--- src/rtl/phy_rx_pattern_gen.sv ---
// Serial framed-traffic source for the phy_rx receiver.
// Each frame is NUM_COMMA comma bytes followed by PAYLOAD_BYTES generated
// payload bytes, shifted out MSB first on every enabled lane, one bit per clk32.
// The state register names the phase that owns the next edge. The edge that
// samples start therefore already shows COMMA[7], and the FIN edge shows the
// idle/done values, so a held start yields exactly one zero cycle between frames.
module phy_rx_pattern_gen #(
  parameter int         LANES         = 2,
  parameter logic [7:0] COMMA         = 8'hBC,
  parameter int         NUM_COMMA     = 4,
  parameter int         PAYLOAD_BYTES = 4,
  parameter int         CNT_W         = 8
) (
  input  logic             clk32,
  input  logic             reset,
  input  logic             start,
  input  logic [1:0]       mode,
  input  logic [7:0]       seed,
  input  logic             lane_offset,
  input  logic [LANES-1:0] lane_en,
  output logic [LANES-1:0] serial_o,
  output logic             busy,
  output logic             done,
  output logic             in_sync
);

  typedef enum logic [1:0] {IDLE, SYNC, DATA, FIN} state_t;

  localparam logic [CNT_W-1:0] LAST_COMMA = CNT_W'(NUM_COMMA - 1);
  localparam logic [CNT_W-1:0] LAST_PAY   = CNT_W'(PAYLOAD_BYTES - 1);

  state_t           state;
  logic [2:0]       bit_cnt;
  logic [CNT_W-1:0] byte_cnt;
  logic [7:0]       gen_byte;
  logic [7:0]       gen_next;
  logic [1:0]       mode_l;
  logic             offset_l;
  logic [LANES-1:0] en_l;

  // Next payload byte for the latched generator mode.
  function automatic logic [7:0] next_byte(input logic [1:0] m, input logic [7:0] cur);
    logic [7:0] nb;
    case (m)
      2'b01:   nb = cur + 8'd1;
      2'b10:   nb = {cur[6:0], cur[7] ^ cur[5] ^ cur[4] ^ cur[3]};
      default: nb = cur;
    endcase
    return nb;
  endfunction

  // Payload bit b for every lane; lanes may add their own index to the byte.
  function automatic logic [LANES-1:0] lane_bits(input logic [7:0] g, input logic [2:0] b,
                                                 input logic off, input logic [LANES-1:0] en);
    logic [LANES-1:0] bits;
    logic [7:0]       lb;
    for (int i = 0; i < LANES; i++) begin
      lb      = g + (off ? 8'(i) : 8'd0);
      bits[i] = en[i] & lb[b];
    end
    return bits;
  endfunction

  // Comma bit b on every enabled lane; commas are never offset.
  function automatic logic [LANES-1:0] comma_bits(input logic [2:0] b, input logic [LANES-1:0] en);
    return en & {LANES{COMMA[b]}};
  endfunction

  assign gen_next = next_byte(mode_l, gen_byte);

  // Frame sequencer: counters, generator state and registered outputs.
  always_ff @(posedge clk32) begin
    if (reset) begin
      state    <= IDLE;
      serial_o <= '0;
      busy     <= 1'b0;
      done     <= 1'b0;
      in_sync  <= 1'b0;
    end else begin
      case (state)
        IDLE: begin
          serial_o <= '0;
          busy     <= 1'b0;
          done     <= 1'b0;
          in_sync  <= 1'b0;
          if (start) begin
            mode_l   <= mode;
            offset_l <= lane_offset;
            en_l     <= lane_en;
            gen_byte <= (mode == 2'b10 && seed == 8'h00) ? 8'h01 : seed;
            bit_cnt  <= 3'd7;
            byte_cnt <= '0;
            serial_o <= comma_bits(3'd7, lane_en);
            busy     <= 1'b1;
            in_sync  <= 1'b1;
            state    <= SYNC;
          end
        end
        SYNC: begin
          if (bit_cnt != 3'd0) begin
            bit_cnt  <= bit_cnt - 3'd1;
            serial_o <= comma_bits(bit_cnt - 3'd1, en_l);
          end else if (byte_cnt != LAST_COMMA) begin
            byte_cnt <= byte_cnt + CNT_W'(1);
            bit_cnt  <= 3'd7;
            serial_o <= comma_bits(3'd7, en_l);
          end else begin
            byte_cnt <= '0;
            bit_cnt  <= 3'd7;
            in_sync  <= 1'b0;
            serial_o <= lane_bits(gen_byte, 3'd7, offset_l, en_l);
            state    <= DATA;
          end
        end
        DATA: begin
          if (bit_cnt != 3'd0) begin
            bit_cnt  <= bit_cnt - 3'd1;
            serial_o <= lane_bits(gen_byte, bit_cnt - 3'd1, offset_l, en_l);
            // Last payload bit goes out now; the next edge closes the frame.
            if (bit_cnt == 3'd1 && byte_cnt == LAST_PAY) state <= FIN;
          end else begin
            byte_cnt <= byte_cnt + CNT_W'(1);
            bit_cnt  <= 3'd7;
            gen_byte <= gen_next;
            serial_o <= lane_bits(gen_next, 3'd7, offset_l, en_l);
          end
        end
        FIN: begin
          serial_o <= '0;
          busy     <= 1'b0;
          done     <= 1'b1;
          in_sync  <= 1'b0;
          byte_cnt <= '0;
          state    <= IDLE;
        end
        default: state <= IDLE;
      endcase
    end
  end

endmodule

--- config.mk ---
export PLATFORM = sky130hd
export DESIGN_NAME = phy_rx_pattern_gen
export DESIGN_NICKNAME = d
export VERILOG_FILES = /design/src/rtl/phy_rx_pattern_gen.sv
export SDC_FILE = /design/constraint.sdc
export NUM_CORES = 1
export LEC_CHECK = 0
export CORE_AREA = 2 2 67 69
export CTS_CLUSTER_DIAMETER = 120
export CTS_CLUSTER_SIZE = 24
export DETAILED_ROUTE_END_ITERATION = 10
export DIE_AREA = 0 0 69 71
export PLACE_DENSITY = 0.77
export REMOVE_ABC_BUFFERS = 1
export SYNTH_ARGS = -nofsm -noshare
export SYNTH_HDL_FRONTEND = slang
export SYNTH_SLANG_ARGS = --single-unit
--- constraint.sdc ---
create_clock -name clk32 -period 2.8 [get_ports clk32]
set_input_delay 0.84 -clock clk32 [delete_from_list [all_inputs] [get_ports clk32]]
set_output_delay 0.84 -clock clk32 [all_outputs]
set_load 0.005 [all_outputs]
### After elaboration in Yosys (flattened, before gate mapping)

Memories as Yosys holds them, arrays and structs flattened.
Cells that the tools add are included.

| word-level totals | value |
|---|---|
| memories | 1 |
| output and inout port bits | 5 |
| ROM bits | 8 |
| register bits after elaboration | 31 |

| operators by class | value |
|---|---|
| add/subtract/negate cells | 5 |
| equal/unequal tests | 15 |
| muxes and demuxes | 36 |
| reductions and logical operators | 16 |
| $lt $le $gt $ge | 1 |
| bitwise gates (word level) | 11 |

Memory list:

| name | depth | bits a word | read ports | clocked after Yosys merged registers in | write ports | line | text |
|---|---|---|---|---|---|---|---|
| (no name shown) | 8 | 1 | 1 | 0 | 0 | 66 | `return en & {LANES{COMMA[b]}};` |

Operators by type and width:

| kind | number |
|---|---|
| 8-bit two-way mux | 7 |
| 8-bit case mux with 2 select lines | 2 |
| 8-bit case mux with 4 select lines | 1 |
| 2-bit two-way mux | 9 |
| 8-bit by 1-bit adder with 8-bit output (second input constant) | 2 |
| 2-bit case mux with 4 select lines | 2 |
| 2-bit != test (second input constant) | 6 |
| 3-bit AND reduction | 3 |
| 8-bit by 1-bit adder with 8-bit output | 1 |
| 8-bit adder | 1 |
| 2-bit equality test (second input constant) | 4 |
| 8-bit by 2-bit equality test with 1-bit output (second input constant) | 1 |
| 8-bit zero test | 1 |
| 8-bit by 2-bit != test with 1-bit output (second input constant) | 1 |
| 4-bit AND reduction | 2 |
| 1-bit two-way mux | 7 |
| 1-bit bitwise AND | 6 |
| 1-bit binary-select mux with 3-bit select | 2 |
| 3-bit two-way mux | 2 |
| 3-bit case mux with 2 select lines | 1 |
| 2-bit nonzero test | 3 |
| 3-bit nonzero test | 2 |
| 5-bit AND reduction | 1 |
| 2-bit by 1-bit equality test with 1-bit output (second input constant) | 2 |
| other kinds (11) | 15 |

### Logic depth before layout (Yosys ltp)

Gate-level depths: netlist (run 1).

| depth | value |
|---|---|
| depth in word-level cells | 8 |
| depth in mapped cells | 10 |
| gate-level depth less buffers | 8 |

### Worst setup path after synthesis (run 1)

Ideal clock, no wire load.

| path | value |
|---|---|
| kind | register -> register |
| start point | register bit_cnt[0] |
| end point | register serial_o[1] |
| period minus slack after synthesis | 2.392 ns |
| cell stages (with the launch flop) | 11 |
| library setup time | 0.126 ns |
| setup slack | 0.408 ns |
| arrival time | 2.266 ns |
| cell sequence | edfxtp_1 buf_2 inv_1 ha_1 clkbuf_1 o21ai_0 a311o_1 a211oi_1 nor4_4 o32ai_1 a21oi_1 |

| on the way | value |
|---|---|
| longest elaborated chain between the ends | 6 |
| elaborated cells between the ends (all ways) | 11 |
| classes of those cells | 1 x add/sub; 6 x mux; 2 x bitwise; 1 x reduce/logical; 1 x memory |

Ends and longest elaborated chain:

| what | line | text |
|---|---|---|
| from (decl) | 33 | `logic [2:0] bit_cnt;` |
| from (signal assigned) | 101 | `bit_cnt <= bit_cnt - 3'd1;` |
| from (signal assigned) | 117 | `bit_cnt <= bit_cnt - 3'd1;` |
| 3-bit by 1-bit subtractor with 3-bit output | 102, 118 |  |
| memory 8 x 1 bit / 1-bit binary-select mux with 3-bit select (equally long branches) | n/a |  |
| 1-bit two-way mux, on equally long branches | 66, 59 |  |
| 2-bit bitwise AND / 1-bit bitwise AND (equally long branches) | 66, 59 |  |
| 2-bit two-way mux, on equally long branches | 100, 116 |  |
| 2-bit case mux with 4 select lines (*) | 80 | `case (state)` |
| to (signal assigned) | 102 | `serial_o <= comma_bits(bit_cnt - 3'd1, en_l);` |
| to (signal assigned) | 106 | `serial_o <= comma_bits(3'd7, en_l);` |
| to (signal assigned) | 111 | `serial_o <= lane_bits(gen_byte, 3'd7, offset_l, en_l);` |
| to (decl) | 21 | `output logic [LANES-1:0] serial_o,` |

Every way passes the cells marked *; elsewhere a longest branch is shown, timed or not. The select of a mux whose other input is x is not followed.
A chain may end at the register's enable or synchronous reset.

### Final worst setup path (run 1)

| path | value |
|---|---|
| start point | register mode_l[1] |
| end point | register serial_o[1] |

| on the way | value |
|---|---|
| longest elaborated chain between the ends | 6 |
| elaborated cells between the ends (all ways) | 7 |
| classes of those cells | 1 x add/sub; 2 x eq/ne; 3 x mux; 1 x bitwise |

Ends and longest elaborated chain:

| what | line | text |
|---|---|---|
| from (decl) | 37 | `logic [1:0] mode_l;` |
| from (signal assigned) | 87 | `mode_l <= mode;` |
| 2-bit equality test / 2-bit by 1-bit equality test with 1-bit output (equally long branches) | 44 | `case (m)` |
| 8-bit case mux with 2 select lines (*) | 44 |  |
| 8-bit by 1-bit adder with 8-bit output (*) | 58 | `lb = g + (off ? 8'(i) : 8'd0);` |
| 1-bit bitwise AND (*) | 59 | `bits[i] = en[i] & lb[b];` |
| 2-bit two-way mux (*) | 116 | `if (bit_cnt != 3'd0) begin` |
| 2-bit case mux with 4 select lines (*) | 80 |  |
| to (signal assigned) | 93 | `serial_o <= comma_bits(3'd7, lane_en);` |
| to (signal assigned) | 118 | `serial_o <= lane_bits(gen_byte, bit_cnt - 3'd1, offset_l, en_l);` |
| to (signal assigned) | 125 | `serial_o <= lane_bits(gen_next, 3'd7, offset_l, en_l);` |

Every way passes the cells marked *; elsewhere a longest branch is shown, timed or not.

==> results of run 1 <==
[power by group through the flow]
stage	Combinational (W)	Clock (W)	Sequential, W
2_1_floorplan	0.000742	0	0.000816
3_3_place_gp	0.00101	0	0.000849
3_5_place_dp	0.00102	0	0.000849
4_1_cts	0.00103	0.000372	0.000839
5_1_grt	0.00116	0.000386	0.000865
6_report	0.00103	0.000365	0.000844
[metrics by stage]
stage	setup slack [ns]	std cells	power (W)
floorplan	0.5250	243	0.001558
global placement	0.4411	319	0.001855
detailed placement	0.4081	319	0.001866
CTS	0.4299	327	0.002240
global route	0.2241	327	0.002407
finish	0.4044	327	0.002242
[cells in the mapped netlist (all sizes together), types with 2 or more instances]
cell type	instances
nand2b	3
edfxtp	24
o311ai	3
o32ai	3
a21o	2
mux2i	6
dfxtp	7
ha	14
or2	2
nor3	10
mux4	2
xnor2	6
and2	2
a21oi	10
o21a	3
o21ai	13
clkbuf	8
nor2b	3
nor4	3
a32oi	2
a211oi	2
buf	8
nand4	4
xor2	5
nand3	15
inv	14
nor2	32
or4	2
a31oi	5
nand2	18
and4b	2
and3	5
o211a	2
or3	2
[how the worst max path moves through the flow]
stage                              from                endpoint  slack, ns  cells past startpoint
2_1_floorplan  bit_cnt[0]$_SDFFCE_PN1P_  serial_o[1]$_SDFF_PP0_       0.53                      8
3_3_place_gp                    seed[4]   gen_byte[0]$_DFFE_PP_       0.44                      5
3_5_place_dp                    seed[4]   gen_byte[0]$_DFFE_PP_       0.41                      5
4_1_cts             mode_l[1]$_DFFE_PP_  serial_o[1]$_SDFF_PP0_       0.43                      7
5_1_grt             mode_l[0]$_DFFE_PP_  serial_o[1]$_SDFF_PP0_       0.22                      8
6_report            mode_l[1]$_DFFE_PP_  serial_o[1]$_SDFF_PP0_       0.40                      7
[metal layers]
metal	GRT usage, %	routed length (um)	vias up
li1	-	-	999
met1	35.60	2611	905
met2	30.56	2148	72
met3	4.274	297	8
met4	6.754	77	0
met5	0	0	-
[worst max-delay path, stage by stage (launching register included)]
cell and delay [ns]:
edfxtp_1 0.40, ha_1 0.49, nand2b_1 0.29, or4_4 0.44
a32oi_1 0.20, nor4b_4 0.25, o32ai_1 0.12, a21oi_1 0.12
[logic make-up (layout without fill, tap and decap cells)]
logic type | count (synthesis) | count (layout) | synth area share (%)
DFF | 31 | 31 | 36.54
and+or+nand+nor | 109 | 109 | 25.28
buffers and inverters | 30 | 46 | 5.258
muxes | 8 | 8 | 4.461
AOI/OAI and AO/OA | 56 | 56 | 16.94
adders and majority gates | 14 | 14 | 7.435
xor gates and xnor gates | 11 | 11 | 4.089
[area by class of cell]
type / instances / area share, %
clock inverter: 1 / 0.1874
sequential: 31 / 32.22
multi-input combinational: 198 / 51.34
clock buffer: 7 / 3.232
tap: 52 / 2.436
timing repair buffer: 24 / 8.618
inverter: 14 / 1.967
[flip-flops by register name (all words and copies together), names as in the netlist, 2 cells and up]
register and cells:
mode_l 2, state 2, gen_byte 8, serial_o 2, en_l 2, byte_cnt 8, bit_cnt 3
==> flow_summary.ini, run 1 <==
[route]
wl_per_cell_um = 15.70
viasPerCell = 6.067
vias = 1984
routed_wl_um = 5134
antenna_left = 0
drc = 0
first_pass_iters = 5
drt-initial-drc-count = 249

[setup_path]
worstPathMaxFanout = 17
cp-start-kind = flip-flop
reg2reg_slack_ns = 0.40
r2r-start = mode_l[1]$_DFFE_PP_
end_kind = flip-flop
setup.worst_path.class = reg -> reg
worst-r2r-cell-count = 7
cp.required_ns = 3.03
cp.arrival_ns = 2.62
reg2reg_to = serial_o[1]$_SDFF_PP0_

[sta]
fmax_mhz = 417.4
whs_ns = 0.4893
hold_viol = 0
clock_skew_ns = 0.01439
worst_slew_pin_slew_ns = 0.7874
max_slew_margin_pct = 47.50
setup_viol = 0
finalMaxSlewViolations = 0
rsz0062_at_grt = false
fin_crit_sh_pct = 85.56
period_minus_slack_ns = 2.396
fin_tns_setup_ns = 0

[worst_hold_path]
hold_path_depth = 2
min_to = in_sync$_SDFFE_PP0P_
hold_class = reg -> reg
hold_start = in_sync$_SDFFE_PP0P_

[job]
cap_violations = 0

[power_and_ir_drop]
p_switching_w = 0.0009208
peakVddDrop_mv = 0.6399
p_leak_nw = 1.006
pwr-share-comb_pct = 46.1
swShare_pct = 41.07
p_clk_share_pct = 16.3
seqPwrFrac_pct = 37.7
power_density_nw_per_um2 = 839.3
internal_power_w = 0.001321

[layout]
multi_input_area_um2 = 1371
final_common_cell = nor2_1
syn2layout_area_growth_pct = 13.38
postLayoutCellArea_um2 = 2671
final_core_util_pct = 63.54
nets = 304
final_cell_mix = nor2_1 (32), edfxtp_1 (24), clkdlybuf4s50_1 (20), nand2_1 (18)
seqCellArea_um2 = 860.8
nFillCells = 359
drive_gt1_share_pct = 8.364
antenna_cells = 0

[synth]
ys_ff_latch = 31
avgSynthCellArea_um2 = 9.097
synth.top_cell.area_share_pct = 30.59
synth_edf_count = 24
ys_types = 59
ys_seq_area_share_pct = 36.54
synthTopCellsByArea = edfxtp_1 (31%), ha_1 (7.4%), dfxtp_1 (5.9%), nor2_1 (5.1%), nand3_1 (3.0%)
syn_inst = 259
synth_top_flop_cell = edfxtp_1
synth-async-reset-ratio_pct = 0
syn_area_um2 = 2356
yosysWarnings = 0
synth_area_leader_cell = edfxtp_1

[global_routing]
grt_usage_pct = 22.41
grt_pass1_vias = 1791
grt_pass1_wl_um = 8838
grt_remaining_overflow = 0
antenna_found_initial = 0
grt_max_degree = 24

[status]
status = finished, final reports clean

[floorplan]
rows = 24
die-width_um = 69
die_h_um = 71
initial_utilization_pct = 56.04
die_area_um2 = 4899
pin_count = 21
core_area_um2 = 4204

[clocking]
cts_tree = done
cts_sinks = 31
cts-resized-gates = 0
cts_buffer_depth = 2
insertion_delay_ns = 0.29
htree_levels = 2
cts_buffers = 5
cts_root_buffer = clkbuf_8
path_clk_slew_ns = 0.07
postCtsHoldBufs = 0
cts_setup_buffers = 0

[placed_design]
place_congestion = 0.9880
hpwlAfterDp_um = 3771
io_buffer_count = 20
dpl-instance-area_um2 = 2580
Power figures use the tool's default switching activity.
==> run 2, diff against run 1 <==
--- a/config.mk
+++ b/config.mk
@@ -5,11 +5,13 @@
 export SDC_FILE = /design/constraint.sdc
 export NUM_CORES = 1
 export LEC_CHECK = 0
+export CAP_MARGIN = 20
 export CORE_AREA = 2 2 67 69
 export CTS_CLUSTER_DIAMETER = 120
 export CTS_CLUSTER_SIZE = 24
 export DETAILED_ROUTE_END_ITERATION = 10
 export DIE_AREA = 0 0 69 71
+export GPL_ROUTABILITY_DRIVEN = 0
 export PLACE_DENSITY = 0.77
 export REMOVE_ABC_BUFFERS = 1
 export SYNTH_ARGS = -nofsm -noshare
==> results of run 2 <==
The final DEF is identical to that of run 1; final timing and power are the same.
==> run 3, diff against run 2 <==
--- a/config.mk
+++ b/config.mk
@@ -6,11 +6,13 @@
 export NUM_CORES = 1
 export LEC_CHECK = 0
 export CAP_MARGIN = 20
-export CORE_AREA = 2 2 67 69
+export CELL_PAD_IN_SITES_DETAIL_PLACEMENT = 1
+export CELL_PAD_IN_SITES_GLOBAL_PLACEMENT = 1
+export CORE_AREA = 2 2 76 78
 export CTS_CLUSTER_DIAMETER = 120
 export CTS_CLUSTER_SIZE = 24
 export DETAILED_ROUTE_END_ITERATION = 10
-export DIE_AREA = 0 0 69 71
+export DIE_AREA = 0 0 78 80
 export GPL_ROUTABILITY_DRIVEN = 0
 export PLACE_DENSITY = 0.77
 export REMOVE_ABC_BUFFERS = 1
==> flow_summary.ini, run 3 (synthesis results as in run 1) <==
[placed_design]
hpwlAfterDp_um = 4623
dpl_worst_slack_ns = 0.3664
dpl-instance-area_um2 = 2628
place_inst = 342
io_buffer_count = 20

[setup_path]
setup.worst_path.class = reg -> reg
cp-start-kind = flip-flop
cp.required_ns = 3.01
crit_chain = inv_1, ha_1, nand2b_1, or4_4, a32oi_1, nor4b_4, o32ai_1, a21oi_1
slowest_stage = or4_4
critical_path.max_stage_delay_ns = 0.45
worstPathMaxFanout = 9
cp.arrival_ns = 2.63
end_kind = flip-flop

[layout]
seqCellArea_um2 = 860.8
antenna_cells = 0
drive_gt1_share_pct = 9.353
final_common_cell = nor2_1
top_regs = byte_cnt: 8 flops, gen_byte: 8 flops, bit_cnt: 3 flops
nets = 307
postLayoutCellArea_um2 = 2728
multi_input_area_um2 = 1371
post_layout_nonfiller_instances = 350
final_cell_mix = nor2_1 (32), edfxtp_1 (24), clkdlybuf4s50_1 (20), nand2_1 (18)
nFillCells = 647
syn2layout_area_growth_pct = 15.77

[worst_hold_path]
hold_class = reg -> reg

[sta]
finalMaxSlewViolations = 0
rsz0062_at_grt = false
fin_tns_setup_ns = 0
fmax_mhz = 413.2
hold_viol = 0
max_slew_margin_pct = 45.09
clock_skew_ns = 0.01212
worst_slack_ns = 0.3800
worst_slew_pin_slew_ns = 0.8236
period_minus_slack_ns = 2.420
fin_crit_sh_pct = 86.43
setup_viol = 0

[power_and_ir_drop]
power_w = 0.002323
peakVddDrop_mv = 0.4649
p_leak_nw = 1.023
power_density_nw_per_um2 = 851.8

[route]
wl_per_cell_um = 17.50
antenna_left = 0
routed_wl_um = 6124
drc = 0
first_pass_iters = 4
drt-initial-drc-count = 118
vias = 2077
viasPerCell = 5.934

[clocking]
path_clk_slew_ns = 0.06
cts_setup_buffers = 0
htree_levels = 2
postCtsHoldBufs = 0
insertion_delay_ns = 0.29
cts_sinks = 31
cts_buffer_depth = 2
cts-resized-gates = 0
cts_buffers = 5
cts_tree = done
cts_root_buffer = clkbuf_8

[global_routing]
grt_pass1_vias = 2018
grt_pass1_wl_um = 9998
grt_usage_pct = 20.50
antenna_found_initial = 0
grt_max_degree = 24
grt_remaining_overflow = 0

[floorplan]
die_h_um = 80
core_area_um2 = 5405
pin_count = 21
die-width_um = 78
initial_utilization_pct = 43.59
rows = 27
die_area_um2 = 6240

[job]
cap_violations = 0

[status]
status = finished, final reports clean
-- run 3: changes by cell type in the layout (fill, tap and decap cells not counted), sizes merged --
cell / delta
clkbuf: +1
clkinv: -1
buf: +3
-- run 3: where the power goes --
group | switching [W] | internal, W
combinational | 0.000623 | 0.000470
clock | 0.000170 | 0.000224
sequential | 0.000168 | 0.000669
total | 0.000961 | 0.00136
-- run 3: routing by layer --
metal  routed length, um  track usage [%]  vias to the layer above
met3                 240            3.507                       11
met4                 100            6.491                        0
met2                2735            31.21                       46
met5                   0                0                        -
li1                    -                -                     1002
met1                3048            29.55                     1018
-- run 3: cell type report --
cell class	instances	share of cell area [%]
inverter	14	1.927
tap	72	3.303
timing repair buffer	27	9.266
sequential	31	31.56
clock buffer	8	3.670
multi-input combinational	198	50.28
-- run 3: worst paths after layout --
path / startpoint / to / slack (ns) / cells after the start
worst min-delay path: done$_SDFFE_PP0P_ / done$_SDFFE_PP0P_ / 0.51 / 2
worst max-delay path: mode_l[0]$_DFFE_PP_ / serial_o[1]$_SDFF_PP0_ / 0.38 / 8
worst max register to register: mode_l[0]$_DFFE_PP_ / serial_o[1]$_SDFF_PP0_ / 0.38 / 8
worst min register to register: done$_SDFFE_PP0P_ / done$_SDFFE_PP0P_ / 0.51 / 2
-- run 3: through the flow --
step | utilization (%) | hold slack (ns)
4_1_cts | 50.46 | 0.5192
5_1_grt | 50.46 | 0.5604
2_1_floorplan | - | 0.4686
3_3_place_gp | 48.61 | 0.4803
3_5_place_dp | 48.61 | 0.4954
6_report | 50.46 | 0.5104
-- run 3: worst max-delay path, delay by kind of cell (launching register included) --
family | cells | cell delay (ns)
simple gates | 3 | 1.01
flops | 1 | 0.36
compound gates | 3 | 0.50
buf+inv | 1 | 0.05
fa+ha+maj | 1 | 0.43
